### src/rtl/mips_run_ctrl.sv
// Run-control and completion monitor for the single-cycle MIPS core: reset
// sequencing, free-run/single-step clock enable, cycle counting and pass/fail/timeout.
module mips_run_ctrl #(
   parameter int                  RESET_CYCLES = 2,
   parameter int                  CYCLE_W      = 32,
   parameter int                  MAX_CYCLES   = 0,
   parameter int                  ADDR_W       = 32,
   parameter int                  DATA_W       = 32,
   parameter logic [ADDR_W-1:0]   DONE_ADDR    = 84,
   parameter logic [DATA_W-1:0]   DONE_DATA    = 7
) (
   input  logic               clk,
   input  logic               reset,
   input  logic               step_mode,
   input  logic               step,
   input  logic               memwrite,
   input  logic [ADDR_W-1:0]  dataadr,
   input  logic [DATA_W-1:0]  writedata,
   output logic               cpu_reset,
   output logic               cpu_en,
   output logic [CYCLE_W-1:0] cycles,
   output logic [1:0]         state,
   output logic               pass,
   output logic               fail,
   output logic               timeout
);

   typedef enum logic [1:0] {
      ST_RST  = 2'd0,
      ST_RUN  = 2'd1,
      ST_STEP = 2'd2,
      ST_DONE = 2'd3
   } state_t;

   localparam int                 RC_W       = (RESET_CYCLES > 1) ? $clog2(RESET_CYCLES) : 1;
   localparam logic [RC_W-1:0]    RC_LAST    = RC_W'(RESET_CYCLES - 1);
   localparam bit                 TIMEOUT_EN = (MAX_CYCLES != 0);
   localparam logic [CYCLE_W-1:0] MAX_C      = CYCLE_W'(MAX_CYCLES);

   state_t             state_q, state_d;
   logic [RC_W-1:0]    rst_cnt_q, rst_cnt_d;
   logic               cpu_reset_q, cpu_reset_d;
   logic [CYCLE_W-1:0] cycles_q, cycles_d;
   logic               pass_q, pass_d;
   logic               fail_q, fail_d;
   logic               timeout_q, timeout_d;

   logic run_en;
   logic cnt_inc;
   logic done_hit;
   logic limit_hit;

   always_comb begin
      // NOTE: every signal gets a default first so no path leaves one unassigned (no latches).
      state_d     = state_q;
      rst_cnt_d   = rst_cnt_q;
      cpu_reset_d = cpu_reset_q;
      cycles_d    = cycles_q;
      pass_d      = pass_q;
      fail_d      = fail_q;
      timeout_d   = timeout_q;

      run_en    = (state_q == ST_RUN) || ((state_q == ST_STEP) && step);
      cnt_inc   = run_en && (cycles_q != '1);
      done_hit  = run_en && memwrite && (dataadr == DONE_ADDR);

      if (cnt_inc) begin
         cycles_d = cycles_q + CYCLE_W'(1);
      end

      // Timeout fires only on the increment that lands exactly on the limit.
      limit_hit = TIMEOUT_EN && cnt_inc && (cycles_d == MAX_C);

      case (state_q)
         ST_RST: begin
            if (rst_cnt_q == RC_LAST) begin
               cpu_reset_d = 1'b0;
               state_d     = step_mode ? ST_STEP : ST_RUN;
            end else begin
               rst_cnt_d = rst_cnt_q + RC_W'(1);
            end
         end
         ST_RUN, ST_STEP: begin
            if (done_hit) begin
               pass_d  = (writedata == DONE_DATA);
               fail_d  = (writedata != DONE_DATA);
               state_d = ST_DONE;
            end else if (limit_hit) begin
               timeout_d = 1'b1;
               state_d   = ST_DONE;
            end else begin
               state_d = step_mode ? ST_STEP : ST_RUN;
            end
         end
         default: begin
            cpu_reset_d = 1'b0;
         end
      endcase
   end

   // NOTE: sequential state uses non-blocking assignments so all flops update together.
   always_ff @(posedge clk or posedge reset) begin
      if (reset) begin
         state_q     <= ST_RST;
         rst_cnt_q   <= '0;
         cpu_reset_q <= 1'b1;
         cycles_q    <= '0;
         pass_q      <= 1'b0;
         fail_q      <= 1'b0;
         timeout_q   <= 1'b0;
      end else begin
         state_q     <= state_d;
         rst_cnt_q   <= rst_cnt_d;
         cpu_reset_q <= cpu_reset_d;
         cycles_q    <= cycles_d;
         pass_q      <= pass_d;
         fail_q      <= fail_d;
         timeout_q   <= timeout_d;
      end
   end

   assign cpu_reset = cpu_reset_q;
   assign cpu_en    = run_en;
   assign cycles    = cycles_q;
   assign state     = state_q;
   assign pass      = pass_q;
   assign fail      = fail_q;
   assign timeout   = timeout_q;

endmodule

### config.mk
export PLATFORM = sky130hd
export DESIGN_NAME = mips_run_ctrl
export DESIGN_NICKNAME = d
export VERILOG_FILES = /design/src/rtl/mips_run_ctrl.sv
export SDC_FILE = /design/constraint.sdc
export NUM_CORES = 1
export LEC_CHECK = 0
export BUFFER_PORTS_ARGS = -buffer_cell sky130_fd_sc_hd__clkbuf_2
export CORE_ASPECT_RATIO = 0.9
export CORE_MARGIN = 4
export CORE_UTILIZATION = 35
export DETAILED_ROUTE_END_ITERATION = 16
export PLACE_DENSITY = 0.71
export SLEW_MARGIN = 40
export SYNTH_ARGS = -nofsm -noshare
export SYNTH_HDL_FRONTEND = slang
export SYNTH_SLANG_ARGS = --single-unit
export TNS_END_PERCENT = 100
### constraint.sdc
create_clock -name clk -period 1.7 [get_ports clk]
set_input_delay 0.085 -clock clk [delete_from_list [all_inputs] [get_ports clk]]
set_output_delay 0.085 -clock clk [all_outputs]
set_load 0.02 [all_outputs]
; ---- Yosys cells after proc, flatten, opt, wreduce, memory -nomap -nowiden
; Index checks and enable logic that the tools add are counted.
[classes]
reduce_logical = 11
mux = 7
eq_ne = 7
n_bitwise = 1
add_sub_neg = 2
[op_table]
columns = cell, count
row1 = "32-bit by 1-bit adder with 32-bit output, second input constant", 1
row2 = "32-bit by 3-bit == test with 1-bit output, second input constant", 1
row3 = "32-bit by 7-bit == test with 1-bit output, second input constant", 1
row4 = "32-bit by 3-bit != test with 1-bit output, second input constant", 1
row5 = "32-bit != test, second input constant", 1
row6 = 2-bit 2-to-1 mux, 3
row7 = 2-bit AND reduction, 3
row8 = 1-bit logical AND, 4
row9 = 2-bit case mux with 2 select lines, 1
row10 = "2-bit by 1-bit == test with 1-bit output, second input constant", 1
row11 = "2-bit == test, second input constant", 1
row12 = 2-bit logical NOT, 1
row13 = 1-bit 2-to-1 mux, 2
row14 = "2-bit != test, second input constant", 1
row15 = 1-bit case mux with 2 select lines, 1
row16 = 2-bit nonzero test, 1
row17 = 2-bit OR reduction, 1
row18 = "1-bit adder, second input constant", 1
row19 = 1-bit logical OR, 1
row20 = 1-bit NOT, 1
[totals]
elab_cells = 34
regBits = 38
out_inout_bits = 39
in_bits = 69

; ---- Logic depth before layout (Yosys ltp)
[logic_depth]
word_depth = 7
depth_mapped = 7
mapped_depth_nobuf = 7

; ---- Worst setup path before layout
; No wires, ideal clock.
[synth_path]
kind = register to register
start = reg state_q[0], in the netlist state[0]
end = reg cycles_q[26], in the netlist cycles[26]
path_stages_with_launch = 8
setup_slack_ns = -0.107
period_less_slack_ns = 1.807
n_path_buf = 0
required_time_ns = 1.569
arrival_ns = 1.676
setup_time_ns = 0.131
cell_sequence = dfrtp_1 -> inv_1 -> ha_1 -> a21o_2 -> nand3_4 -> a2111oi_4 -> nand4_1 -> xnor2_1
[synth_via]
elab_chain_cells = 4
elab_cells_between_ends = 5
cone_classes = eq/ne: 2 / reduce/logical: 3
[synth_lines]
columns = item, line_no
row1 = from (decl), 40  ; state_t state_q, state_d;
row2 = from (signal assigned), 112  ; state_q <= state_d;
row3 = 2-bit == test, 63  ; run_en = (state_q == ST_RUN) || ((state_q == ST_STEP) && step);
row4 = 1-bit logical AND, 63
row5 = 1-bit logical OR (*), 63
row6 = 1-bit logical AND (*), 64  ; cnt_inc = run_en && (cycles_q != '1);
row7 = to (signal assigned), 115  ; cycles_q <= cycles_d;
row8 = to (decl), 43  ; logic [CYCLE_W-1:0] cycles_q, cycles_d;
; Mark *: on every way between the ends. The rest lies on a longest branch, timed or not.
; A chain may end at the register's enable or synchronous reset.

; ---- Final worst setup path
[layout_path]
start = reg cycles_q[0], in the netlist cycles[0]
end = reg cycles_q[1], in the netlist cycles[1]
[layout_via]
elab_chain_cells = 2
elab_cells_between_ends = 3
cone_classes = add/sub: 1 / eq/ne: 1 / reduce/logical: 1
[layout_lines]
columns = item
row1 = "parallel branches: the longest is 2 deep, another holds 32-bit by 1-bit adder with 32-bit output"
; Several ways; the timed one is not identified.

==> impl_results.md <==
- Synth Instances: 196
- First-pass GRT wire length: 10200 um
- Peak VDD IR: 0.997 mV
- Crit path DAT: 2.01 ns
- Fin Setup TNS: -1.02 ns
- Pwr dens: 921 mW/mm^2
- Most numerous cell in the Yosys netlist: dfrtp_1
- Clk Latency, worst-skew pair: 0.29 ns
- Crit end category: flop
- Placed Instance Area: 0.00308 sq mm
- Post-Synth XOR/XNOR Area: 11.8%
- Netlist Area Pre-Place: 0.00214 sq mm
- Internal power: 2050 uW
- Nets: 430
- Row cnt: 26
- Post-synth ARST share: 100%
- CP top delay family: simple AND/OR/NAND/NOR gates
- Worst-path clk slew: 0.08 ns
- CTS Sinks: 38
- Cell Chain, Critical Path: ha_4 > nand4_1 > nor4_2 > nand4_1 > nand2_1 > mux2_4
- Synth Net Count: 269
- Slew Limit Fails: 0
- Worst Hold Class: input pin to flop
- Total chip power: 3180 uW
- F_max: 547 MHz
- Synthesized area per cell: 10.9 sq um
- Setup violators final: 22
- DRC: 0
- All-Layer GR Usage: 17.0%
- Final hold viol count: 0
- Post-synth EDFFs: 0
- Synth top cells by count: dfrtp_1, xnor2_1, nand4_1, nand2_1, nand3_1
- Ranking of synthesized cells by area: dfrtp_1, xnor2_1, nand4_1, nor4_1, nand3_1
- Tcrit/Tclk final: 108%
- Critical path type: flop to flop
- Vias in the first global route: 2153
- Initial antenna violation count: 0
- Slowest cell on the critical path: dfrtp_2
- Post-synthesis adder-cell area fraction: 2.33%
- Seq pwr share: 36.1%
- CTS buffer count: 5
- H-tree Lvls: 2
- Sw Share: 35.4%
- DR vias: 2168
- Sequential area share after synthesis: 44.4%
- Share of power burned in the clock network: 20.3%
- Final Cell Area: 0.00345 sq mm
- RSZ-0062 raised after global routing: true
- WP data required: 1.88 ns
- Initial core utilization: 36.8%
- Layout cells sized above 1: 62.3%
- Gr ovfl total: 0
- Layout Skew: 0.00848 ns
- DRT Wirelength: 6510 um
- GP Congestion: 0.855
- Area Overhead vs Synth: 61.0%
- Worst Slack Setup Final: -0.130 ns
- DR iter-0 viols: 69
- Routed Antenna Nets: 0
- Io pins: 108
- Simple logic cell fraction of the synthesized area: 31.0%
- Die width: 90.5 um
- Leakage: 0.00170 uW
- Setup crit start kind: flop
- Min Tclk post-route: 1.83 ns
- Max incr delay on CP: 0.40 ns
- Vias per inst: 5.07
- Port bufs: 106
- Failing checks: setup timing
- Root buffer cell: clkbuf_8
- Clock buffer depth: 2
- Most used flip-flop cell after synthesis: dfrtp_1
- Detailed placement HPWL: 4960 um
- DIE AREA: 0.00745 sq mm
- Synth Register Bits: 38
- WL/cell: 15.2 um
- Largest family of logic cells by synthesized area: simple AND/OR/NAND/NOR gates
- Max-cap violations: 0
- Compound-Gate Fraction of Synth Area: 7.23%
- Post-synth top area share: 43.2%
- P_sw: 1130 uW
- CP bufs+invs: 0
- Crit Path Max Fanout: 3
- Core area: 0.00582 sq mm
- Mux cell area share after synthesis: 1.58%
- 1st-pass router iterations: 4
- Syn. warnings: 0
- Post-synth top area cell: dfrtp_1
- Fin Hold WS: 0.0718 ns
- Combinational share of power: 43.6%
- CTS tree: done
- Die height: 82.3 um
- Status: finished with violations
- Largest net degree at the start of global routing: 39
- Netlist cell types: 46
- N_diodes: 0
- Most used cell, CP: nand4_1
worst min-delay path, stage by stage:
cell and delay (ns):
clkbuf_2 0.09, o21ai_0 0.08, o21ai_1 0.07
logic make-up after synthesis:
| kind of cell | count (synthesis) |
|---|---|
| other | 1 |
| xor gates and xnor gates | 29 |
| adders and majority gates | 4 |
| DFF | 38 |
| buffers and inverters | 7 |
| AOI/OAI and AO/OA | 14 |
| and+or+nand+nor | 100 |
| muxes | 3 |
path summary, 6_finish.rpt:
check	slack (ns)	startpoint	cells after the start	to
max reg2reg	-0.13	cycles[0]	6	cycles[1]
max in group asynchronous	0.89	reset	4	cycles[2]
max	-0.13	cycles[0]	6	cycles[1]
min in group asynchronous	0.44	reset	4	cycles[15]
min	0.07	step_mode	3	state[1]
min reg2reg	0.46	cpu_reset	1	cpu_reset
flip-flops by register name, summed over array words and instances, names as in the netlist:
register   cells
cpu_reset      1
rst_cnt_q      1
state          2
fail           1
pass           1
cycles        32
metal layers:
metal | track usage, % | share of wire, %
met3 | 3.99 | 4.4
met1 | 21.9 | 44
met2 | 29.0 | 51
met4 | 4.59 | 0.65
met5 | 0 | 0
what timing repair did:
item | 4_1_cts | 5_1_grt
pin swaps | 14 | 27
hold buffers | 1 | 0
cloned | 0 | 1
buffers inserted | 4 | 6
gates resized for setup | 11 | 30
endpoints found under the setup margin | 15 | 32
endpoints found under the hold margin | 37 | 0
power by group through the flow:
stage                     Clock [uW]  Sequential [uW]  Combinational, uW
after global placement             0             1150               1070
after global routing             718             1160               1490
after CTS                        661             1140               1180
after floorplan                    0             1290                474
after detailed placement           0             1160               1090
final                            647             1150               1390
layout make-up:
cell class | count | area, sq um
clock buffer | 7 | 86.3
sequential | 38 | 965
timing repair buffer | 157 | 972
tap | 70 | 87.6
multi-input combinational | 151 | 1320
clock inverter | 1 | 5.00
fill | 485 | 2370
inverter | 4 | 15.0
metrics by stage:
stage | instances | util, % | setup slack (ns)
3_5_place_dp | 408 | 52.9 | -0.0820
2_1_floorplan | 196 | - | -0.0253
6_report | 428 | 59.3 | -0.130
3_3_place_gp | 408 | 52.9 | -0.0291
4_1_cts | 421 | 56.1 | -0.0575
5_1_grt | 428 | 59.3 | -0.190
cell usage in the layout (no fill, tap or decap), drive strengths merged, types with 5 or more instances in the layout:
cell type and instances:
and4 5, and3 10, buf 50, nand2 15, clkbuf 113, nor4 16, dfrtp 37, nor2 5
nand4 20, xnor2 27, nand3 17
Note: power is estimated with default switching activity, not from simulation.
